$ cat src/rtl/arbiter_tx_sched_if.sv
// Bus between the packet scheduler and its word source, key/config memories and units.
// Handshake: a word is offered while word_valid=1 with word_len/ids held stable; it is consumed by the one-cycle word_ready pulse.
interface arbiter_tx_sched_if #(
    parameter int N_UNITS      = 4,
    parameter int WORD_MAX_LEN = 64,
    parameter int CFG_LEN      = 24
);
    localparam int LEN_W = $clog2(WORD_MAX_LEN + 1);
    localparam int RA_W  = $clog2(WORD_MAX_LEN);
    localparam int CA_W  = $clog2(CFG_LEN);

    logic               word_valid;
    logic               word_ready;
    logic [LEN_W-1:0]   word_len;
    logic [63:0]        ids;
    logic [RA_W-1:0]    rd_addr;
    logic [7:0]         din;
    logic [CA_W-1:0]    cfg_addr;
    logic [7:0]         cfg_data;
    logic [7:0]         unit_in;
    logic               unit_in_ctrl;
    logic [N_UNITS-1:0] unit_in_wr_en;
    logic [N_UNITS-1:0] unit_in_afull;
    logic [N_UNITS-1:0] unit_tx_mask;
    logic [N_UNITS-1:0] unit_done;
    logic               bcast_req;
    logic [4:0]         bcast_data;
    logic               bcast_ack;

    modport master (
        input  word_valid, word_len, ids, din, cfg_data,
        input  unit_in_afull, unit_tx_mask, unit_done, bcast_req, bcast_data,
        output word_ready, rd_addr, cfg_addr, unit_in, unit_in_ctrl, unit_in_wr_en, bcast_ack
    );

    modport slave (
        output word_valid, word_len, ids, din, cfg_data,
        output unit_in_afull, unit_tx_mask, unit_done, bcast_req, bcast_data,
        input  word_ready, rd_addr, cfg_addr, unit_in, unit_in_ctrl, unit_in_wr_en, bcast_ack
    );
endinterface

$ cat src/rtl/arbiter_tx_sched.sv
// Round-robin packet scheduler: frames each key word with header/config/ids/length/padding
// and streams it byte-wise to one credit-limited computing unit; also relays broadcast bytes.
module arbiter_tx_sched #(
    parameter int N_UNITS      = 4,
    parameter int WORD_MAX_LEN = 64,
    parameter int CFG_LEN      = 24,
    parameter int MAX_INFLIGHT = 2
) (
    input  logic                      CLK,
    input  logic                      rst_n,
    arbiter_tx_sched_if.master        bus,
    output logic                      idle,
    output logic                      err,
    output logic [3:0]                dbg_state
);
    localparam int LEN_W = $clog2(WORD_MAX_LEN + 1);
    localparam int RA_W  = $clog2(WORD_MAX_LEN);
    localparam int CA_W  = $clog2(CFG_LEN);
    localparam int CNT_W = $clog2(MAX_INFLIGHT + 1);
    localparam int UID_W = (N_UNITS > 1) ? $clog2(N_UNITS) : 1;
    localparam int IDX_W = $clog2(WORD_MAX_LEN + CFG_LEN + 8) + 1;

    typedef enum logic [3:0] {
        S_IDLE, S_SEARCH, S_HDR, S_CFG, S_IDS, S_KLEN, S_PAD, S_KEY, S_END, S_BCAST
    } state_t;

    state_t             state, state_d;
    logic [IDX_W-1:0]   idx, idx_d, key_last;
    logic [UID_W-1:0]   sel, sel_d, ptr, ptr_d, last, last_d, ptr_next, ptr_start;
    logic [CNT_W-1:0]   cnt [N_UNITS];
    logic [CNT_W-1:0]   cnt_d [N_UNITS];
    logic [7:0]         unit_in_q, byte_d;
    logic               ctrl_q, ctrl_d, ready_q, ready_d, ack_q, ack_d, err_q, err_d;
    logic [N_UNITS-1:0] wr_q, wr_d, sel_oh;
    logic               consume, len_bad, ptr_ok, all_zero;
    logic [LEN_W:0]     key_bytes;

    assign consume   = !bus.unit_in_afull[sel];
    assign len_bad   = (bus.word_len == '0) || (bus.word_len > LEN_W'(WORD_MAX_LEN));
    assign key_bytes = ({1'b0, bus.word_len} + (LEN_W+1)'(3)) & ~((LEN_W+1)'(3));
    assign key_last  = IDX_W'(key_bytes) - IDX_W'(1);
    assign ptr_ok    = !bus.unit_tx_mask[ptr] && (cnt[ptr] < CNT_W'(MAX_INFLIGHT));
    assign ptr_next  = (ptr == UID_W'(N_UNITS - 1)) ? '0 : ptr + UID_W'(1);
    assign ptr_start = (last == UID_W'(N_UNITS - 1)) ? '0 : last + UID_W'(1);

    always_comb begin
        sel_oh      = '0;
        sel_oh[sel] = 1'b1;
    end

    // Addresses run one byte ahead of the byte being registered, but only advance
    // when that byte is actually accepted, so the synchronous memories never skip.
    always_comb begin
        bus.cfg_addr = '0;
        bus.rd_addr  = '0;
        if (state == S_CFG)
            bus.cfg_addr = (consume && idx != IDX_W'(CFG_LEN - 1)) ? CA_W'(idx + IDX_W'(1)) : CA_W'(idx);
        if (state == S_KEY)
            bus.rd_addr = (consume && idx != key_last) ? RA_W'(idx + IDX_W'(1)) : RA_W'(idx);
    end

    always_comb begin
        state_d = state;
        idx_d   = idx;
        sel_d   = sel;
        ptr_d   = ptr;
        last_d  = last;
        byte_d  = unit_in_q;
        ctrl_d  = 1'b0;
        wr_d    = '0;
        ready_d = 1'b0;
        ack_d   = 1'b0;
        // The registered ready/ack pulse is still visible for one IDLE cycle, so it
        // masks the just-consumed word or broadcast request from being taken twice.
        case (state)
            S_IDLE: begin
                if (bus.bcast_req && !ack_q) begin
                    state_d = S_BCAST;
                end else if (bus.word_valid && !ready_q) begin
                    state_d = S_SEARCH;
                    ptr_d   = ptr_start;
                end
            end
            S_BCAST: begin
                byte_d  = {bus.bcast_data, 3'b001};
                ctrl_d  = 1'b1;
                wr_d    = '1;
                ack_d   = 1'b1;
                state_d = S_IDLE;
            end
            S_SEARCH: begin
                if (len_bad) begin
                    ready_d = 1'b1;
                    state_d = S_IDLE;
                end else if (ptr_ok) begin
                    sel_d   = ptr;
                    idx_d   = '0;
                    state_d = S_HDR;
                end else begin
                    ptr_d = ptr_next;
                end
            end
            S_HDR: if (consume) begin
                byte_d  = 8'h00;
                ctrl_d  = 1'b1;
                wr_d    = sel_oh;
                idx_d   = '0;
                state_d = S_CFG;
            end
            S_CFG: if (consume) begin
                byte_d = bus.cfg_data;
                wr_d   = sel_oh;
                if (idx == IDX_W'(CFG_LEN - 1)) begin
                    idx_d   = '0;
                    state_d = S_IDS;
                end else idx_d = idx + IDX_W'(1);
            end
            S_IDS: if (consume) begin
                byte_d = bus.ids[{idx[2:0], 3'b000} +: 8];
                wr_d   = sel_oh;
                if (idx == IDX_W'(7)) begin
                    idx_d   = '0;
                    state_d = S_KLEN;
                end else idx_d = idx + IDX_W'(1);
            end
            S_KLEN: if (consume) begin
                byte_d  = 8'(bus.word_len);
                wr_d    = sel_oh;
                idx_d   = '0;
                state_d = S_PAD;
            end
            S_PAD: if (consume) begin
                byte_d = 8'h00;
                wr_d   = sel_oh;
                if (idx == IDX_W'(6)) begin
                    idx_d   = '0;
                    state_d = S_KEY;
                end else idx_d = idx + IDX_W'(1);
            end
            S_KEY: if (consume) begin
                byte_d = bus.din;
                wr_d   = sel_oh;
                if (idx == key_last) begin
                    ctrl_d  = 1'b1;
                    state_d = S_END;
                end else idx_d = idx + IDX_W'(1);
            end
            S_END: begin
                ready_d = 1'b1;
                last_d  = sel;
                state_d = S_IDLE;
            end
            default: state_d = S_IDLE;
        endcase
    end

    always_comb begin
        err_d    = err_q;
        all_zero = 1'b1;
        for (int u = 0; u < N_UNITS; u++) begin
            cnt_d[u] = cnt[u];
            if (cnt[u] != '0) all_zero = 1'b0;
            if (bus.unit_done[u] && !(state == S_END && sel == UID_W'(u))) begin
                if (cnt[u] == '0) err_d = 1'b1;
                else cnt_d[u] = cnt[u] - CNT_W'(1);
            end else if (!bus.unit_done[u] && state == S_END && sel == UID_W'(u)) begin
                cnt_d[u] = cnt[u] + CNT_W'(1);
            end
        end
        if (state == S_SEARCH && len_bad) err_d = 1'b1;
    end

    always_ff @(posedge CLK) begin
        if (!rst_n) begin
            state     <= S_IDLE;
            idx       <= '0;
            sel       <= '0;
            ptr       <= '0;
            last      <= UID_W'(N_UNITS - 1);
            unit_in_q <= '0;
            ctrl_q    <= 1'b0;
            wr_q      <= '0;
            ready_q   <= 1'b0;
            ack_q     <= 1'b0;
            err_q     <= 1'b0;
            for (int u = 0; u < N_UNITS; u++) cnt[u] <= '0;
        end else begin
            state     <= state_d;
            idx       <= idx_d;
            sel       <= sel_d;
            ptr       <= ptr_d;
            last      <= last_d;
            unit_in_q <= byte_d;
            ctrl_q    <= ctrl_d;
            wr_q      <= wr_d;
            ready_q   <= ready_d;
            ack_q     <= ack_d;
            err_q     <= err_d;
            for (int u = 0; u < N_UNITS; u++) cnt[u] <= cnt_d[u];
        end
    end

    assign bus.unit_in       = unit_in_q;
    assign bus.unit_in_ctrl  = ctrl_q;
    assign bus.unit_in_wr_en = wr_q;
    assign bus.word_ready    = ready_q;
    assign bus.bcast_ack     = ack_q;
    assign err               = err_q;
    assign idle              = (state == S_IDLE) && !bus.word_valid && all_zero;
    assign dbg_state         = state;
endmodule

$ cat src/flat_wrapper.sv
// flat-port wrapper written by rule: the top's interface ports become plain ports
module arbiter_tx_sched_flat 
#(
    parameter int N_UNITS      = 4,
    parameter int WORD_MAX_LEN = 64,
    parameter int CFG_LEN      = 24,
    parameter int MAX_INFLIGHT = 2
)
  (CLK, rst_n, idle, err, dbg_state, bus_word_valid, bus_word_len, bus_ids, bus_din, bus_cfg_data, bus_unit_in_afull, bus_unit_tx_mask, bus_unit_done, bus_bcast_req, bus_bcast_data, bus_word_ready, bus_rd_addr, bus_cfg_addr, bus_unit_in, bus_unit_in_ctrl, bus_unit_in_wr_en, bus_bcast_ack);
  arbiter_tx_sched_if #(.N_UNITS(N_UNITS), .WORD_MAX_LEN(WORD_MAX_LEN), .CFG_LEN(CFG_LEN)) bus_i ();
  input  logic CLK;
  input  logic rst_n;
  output logic idle;
  output logic err;
  output logic [3:0] dbg_state;
  input wire logic [$bits(bus_i.word_valid)-1:0] bus_word_valid;
  input wire logic [$bits(bus_i.word_len)-1:0] bus_word_len;
  input wire logic [$bits(bus_i.ids)-1:0] bus_ids;
  input wire logic [$bits(bus_i.din)-1:0] bus_din;
  input wire logic [$bits(bus_i.cfg_data)-1:0] bus_cfg_data;
  input wire logic [$bits(bus_i.unit_in_afull)-1:0] bus_unit_in_afull;
  input wire logic [$bits(bus_i.unit_tx_mask)-1:0] bus_unit_tx_mask;
  input wire logic [$bits(bus_i.unit_done)-1:0] bus_unit_done;
  input wire logic [$bits(bus_i.bcast_req)-1:0] bus_bcast_req;
  input wire logic [$bits(bus_i.bcast_data)-1:0] bus_bcast_data;
  output wire logic [$bits(bus_i.word_ready)-1:0] bus_word_ready;
  output wire logic [$bits(bus_i.rd_addr)-1:0] bus_rd_addr;
  output wire logic [$bits(bus_i.cfg_addr)-1:0] bus_cfg_addr;
  output wire logic [$bits(bus_i.unit_in)-1:0] bus_unit_in;
  output wire logic [$bits(bus_i.unit_in_ctrl)-1:0] bus_unit_in_ctrl;
  output wire logic [$bits(bus_i.unit_in_wr_en)-1:0] bus_unit_in_wr_en;
  output wire logic [$bits(bus_i.bcast_ack)-1:0] bus_bcast_ack;
  assign bus_i.word_valid = bus_word_valid;
  assign bus_i.word_len = bus_word_len;
  assign bus_i.ids = bus_ids;
  assign bus_i.din = bus_din;
  assign bus_i.cfg_data = bus_cfg_data;
  assign bus_i.unit_in_afull = bus_unit_in_afull;
  assign bus_i.unit_tx_mask = bus_unit_tx_mask;
  assign bus_i.unit_done = bus_unit_done;
  assign bus_i.bcast_req = bus_bcast_req;
  assign bus_i.bcast_data = bus_bcast_data;
  assign bus_word_ready = bus_i.word_ready;
  assign bus_rd_addr = bus_i.rd_addr;
  assign bus_cfg_addr = bus_i.cfg_addr;
  assign bus_unit_in = bus_i.unit_in;
  assign bus_unit_in_ctrl = bus_i.unit_in_ctrl;
  assign bus_unit_in_wr_en = bus_i.unit_in_wr_en;
  assign bus_bcast_ack = bus_i.bcast_ack;
  arbiter_tx_sched #(.N_UNITS(N_UNITS), .WORD_MAX_LEN(WORD_MAX_LEN), .CFG_LEN(CFG_LEN), .MAX_INFLIGHT(MAX_INFLIGHT)) u_core (.CLK(CLK), .rst_n(rst_n), .bus(bus_i), .idle(idle), .err(err), .dbg_state(dbg_state));
endmodule
$ cat config.mk
export PLATFORM = sky130hd
export DESIGN_NAME = arbiter_tx_sched_flat
export DESIGN_NICKNAME = d
export VERILOG_FILES = /design/src/rtl/arbiter_tx_sched_if.sv /design/src/rtl/arbiter_tx_sched.sv /design/src/flat_wrapper.sv
export SDC_FILE = /design/constraint.sdc
export NUM_CORES = 1
export LEC_CHECK = 0
export ABC_AREA = 1
export CORE_ASPECT_RATIO = 0.5
export CORE_MARGIN = 4
export CORE_UTILIZATION = 44
export CTS_CLUSTER_DIAMETER = 150
export CTS_CLUSTER_SIZE = 24
export DETAILED_ROUTE_END_ITERATION = 7
export GPL_TIMING_DRIVEN = 0
export PLACE_DENSITY = 0.77
export SKIP_CTS_REPAIR_TIMING = 1
export SLEW_MARGIN = 25
export SYNTH_ARGS = -nofsm -noshare
export SYNTH_HDL_FRONTEND = slang
export SYNTH_SLANG_ARGS = --single-unit
$ cat constraint.sdc
create_clock -name CLK -period 3.9 [get_ports CLK]
set_clock_uncertainty 0.1 [all_clocks]
set_input_delay 0.975 -clock CLK [delete_from_list [all_inputs] [get_ports CLK]]
set_output_delay 0.975 -clock CLK [all_outputs]
set_load 0.005 [all_outputs]
==> summary.md <==
| Metric | Value |
|---|---|
| Status | `finished, violations left` |
| Failing checks | `setup timing` |
| RSZ-0062 raised after global routing | `yes` |
| Drt initial violations | `374` |
| Maximum clock path buffer count | `2` |
| Worst Hold Launch | `u_core.bus.unit_in[2]$_SDFFE_PN0P_` |
| Post-DP Area | `5030 um^2` |
| Total chip power | `0.00272 W` |
| Port bufs | `138` |
| Total grt overflow | `0` |
| Combinational power share | `0.591` |
| Largest area contributor in the netlist | `dfxtp_1` |
| Via/cell ratio | `5.55` |
| Number of primary I/O pins | `140` |
| Number of fill cells in the layout | `699` |
| Switching power | `0.00126 W` |
| Finished Core Util | `0.712` |
| GR Util All Layers | `0.265` |
| Final setup vio count | `8` |
| Drt wl/cell | `15.9 um` |
| Leakage | `2.30 nW` |
| Clock transition at path regs | `60 ps` |
| CP Class | `input port to primary output` |
| Top post-synthesis cells by area | `dfxtp_1, nand2_1, nor2_1, o21ai_0, a21oi_1` |
| Starting Density | `0.466` |
| Syn avg cell area | `5.98 um^2` |
| First-pass GRT wire length | `20700 um` |
| CTS tree | `done` |
| Cell Rows | `22` |
| H-tree depth | `2` |
| Multi-input gate area | `2450 um^2` |
| Max Slew Vio Count | `0` |
| Root buf cell | `clkbuf_16` |
| N_diodes | `0` |
| Die H | `71.2 um` |
| Top cell type's share of synthesized area | `0.251` |
| Clk_lat worst skew | `280 ps` |
| Max-cap check violation count | `0` |
| Final wirelength | `13500 um` |
| FF+latch count, synth | `44` |
| Vias in the first global route | `4244` |
| Ratio of cells with drive above 1 in the final layout | `0.110` |
| Routability cong. | `0.951` |
| Yosys warning count | `0` |
| Core area | `7540 um^2` |
| Crit path max fanout | `5` |
| 1st-pass router iterations | `5` |
| Remaining DRCs | `0` |
| PwrDens | `507 nW/um^2` |
| ANT nets after route | `0` |
| Area Overhead vs Synth | `53.0%` |
| Setup WS pre-CTS | `-1090 ps` |
| Sequential cell area | `881 um^2` |
| CP Capture Type | `primary output` |
| Die X | `134 um` |
| Synthesized Nets | `700` |
| Layout Nets | `857` |
| Via count | `4721` |
| Clock power share | `0.168` |
| Sequential Power Share | `0.241` |
| Period utilisation layout | `1.03` |
| Slew HR | `0.443` |
| Cell Area, Synth | `3510 um^2` |
| Switching Share | `0.462` |
| Worst min path class | `register to register` |
| Synth Instances | `587` |
| Max Fclk | `0.248 GHz` |
| Antenna violations before repair | `0` |
| CP startpoint | `bus_word_len[0]` |
| Worst-Margin Slew | `828 ps` |
| Post-synth cell types | `40` |
| Hold Violations, Final | `0` |
| Reg2Reg Launch Point | `u_core.idx[0]$_SDFFE_PN0P_` |
| Int Pwr | `0.00146 W` |
| TritonCTS buffer count | `5` |
| Largest net degree at the start of global routing | `13` |
| Worst EP required | `2820 ps` |
| Final worst slack | `-130 ps` |
| CP Launch Type | `input port` |
| Finished Cell Area | `5370 um^2` |
| Tmin final | `4030 ps` |
| Post-DP HPWL | `10400 um` |
| Sequential-to-total area share from yosys stat | `0.251` |
| Max VDD drop | `302 uV` |
| Full die area | `9560 um^2` |
| Clk sinks | `44` |
| WP data arrival | `2950 ps` |
==> layout by cell type (no fill, tap or decap), types with 2 or more instances in the layout <==
master             n
a21oi_1           39
a221oi_1           2
a31o_2             3
a31oi_1            4
buf_2             12
buf_4             13
buf_6              2
clkbuf_1          12
clkbuf_16          5
clkdlybuf4s50_1  124
clkinv_1           3
dfxtp_1           44
dlymetal6s2s_1     4
ha_1               4
inv_1             45
inv_2              3
inv_4              3
nand2_1          109
nand2_2           12
nand2_4            5
nand3_1           38
nand3b_1           3
nand4_1            7
nor2_1           100
nor2_2             5
nor2_4             4
nor3_1            12
o2111ai_1          3
o211ai_1           7
o21ai_0           65
o21ai_1            2
o21ai_2            6
o21bai_1           3
o221ai_1          11
o22ai_1            6
o31ai_1            4
xor2_1             5
==> worst paths after layout <==
path / to / slack, ps / cells past startpoint
setup / recovery: bus_rd_addr[3] / -130 / 23
hold / removal: u_core.bus.unit_in[2]$_SDFFE_PN0P_ / 370 / 2
setup reg to reg: u_core.dbg_state[1]$_SDFFE_PN0P_ / 1220 / 13
hold reg to reg: u_core.bus.unit_in[2]$_SDFFE_PN0P_ / 370 / 2
==> state kept, by name, summed over array words and instances (netlist names), 2 cells and up, named ones only <==
| register | count |
|---|---|
| u_core.ptr | 2 |
| u_core.sel | 2 |
| u_core.idx | 8 |
| u_core.last | 2 |
| u_core.bus.unit_in | 8 |
| u_core.cnt | 8 |
| u_core.dbg_state | 4 |
| u_core.bus.unit_in_wr_en | 4 |
==> metrics by stage <==
step | TNS (ps) | instances | hold WS [ps]
final | -550 | 851 | 371
after global routing | -1510 | 851 | 396
after CTS | -8040 | 839 | 371
after detailed placement | -7900 | 833 | 362
after global placement | -7930 | 833 | 356
after floorplan | 0 | 587 | 350
==> metal layers <==
metal  routed length, um  vias up  GRT usage  part of all wire
li1                    -     2313          -                 -
met1                5890     2148      0.357              0.44
met2                6140      232      0.449              0.45
met3                1230       28     0.0412             0.091
met4                 268        0     0.0598             0.020
met5                   0        -          0                 0
==> power by group through the flow <==
stage	Sequential, W	Combinational (W)	Clock (W)
final	0.000656	0.00161	0.000457
after global placement	0.000657	0.00149	0
after global routing	0.000670	0.00178	0.000485
after detailed placement	0.000659	0.00151	0
after CTS	0.000649	0.00153	0.000466
after floorplan	0.000635	0.00100	0
==> final cells by class <==
type / instances / share of cell area
Sequential cell: 44 / 0.164
Clock buffer: 5 / 0.0233
Timing Repair Buffer: 149 / 0.269
Buffer: 21 / 0.0182
Multi-Input combinational cell: 469 / 0.456
Clock inverter: 1 / 0.00559
Inverter: 54 / 0.0391
Tap cell: 108 / 0.0252
==> cell usage after synthesis, drive strengths merged <==
| cell type | number |
|---|---|
| nand2 | 126 |
| nor2 | 109 |
| o21ai | 73 |
| inv | 51 |
| dfxtp | 44 |
| a21oi | 40 |
| nand3 | 40 |
| clkbuf | 12 |
| nor3 | 12 |
| o221ai | 11 |
| buf | 9 |
| nand4 | 7 |
| o211ai | 7 |
| o22ai | 6 |
| ha | 5 |
| xor2 | 5 |
| a31oi | 4 |
| o31ai | 4 |
| a31o | 3 |
| clkinv | 3 |
| nand3b | 3 |
| o2111ai | 3 |
| o21bai | 3 |
| a221oi | 2 |
| o21a | 2 |
| a22o | 1 |
| a41oi | 1 |
| o32ai | 1 |
==> worst max-delay path, stage by stage <==
cell and delay (ps):
buf_8 110, inv_4 50, nand2_4 70, nand2_4 90, nand2_2 60, nand2_2 100, ha_4 210, nand2_2 50
nand2_1 50, nor2_1 100, nand2_1 50, nor2_1 80, nand2_1 50, nor2_1 100, nand2_1 90, nor2_4 140
nand2_4 100, nand2_8 120, inv_4 50, nand2_1 50, nand2_1 60, nor2_1 70, buf_2 120
==> logic make-up after synthesis <==
logic type | Yosys count | synth area share
buffers and inverters | 75 | 0.0855
XOR/XNOR | 5 | 0.0125
flip-flops | 44 | 0.251
adder cells (fa/ha/maj) | 5 | 0.0178
AO/OA/AOI/OAI | 161 | 0.271
AND/OR/NAND/NOR | 297 | 0.362
Power figures use the tool's default switching activity.
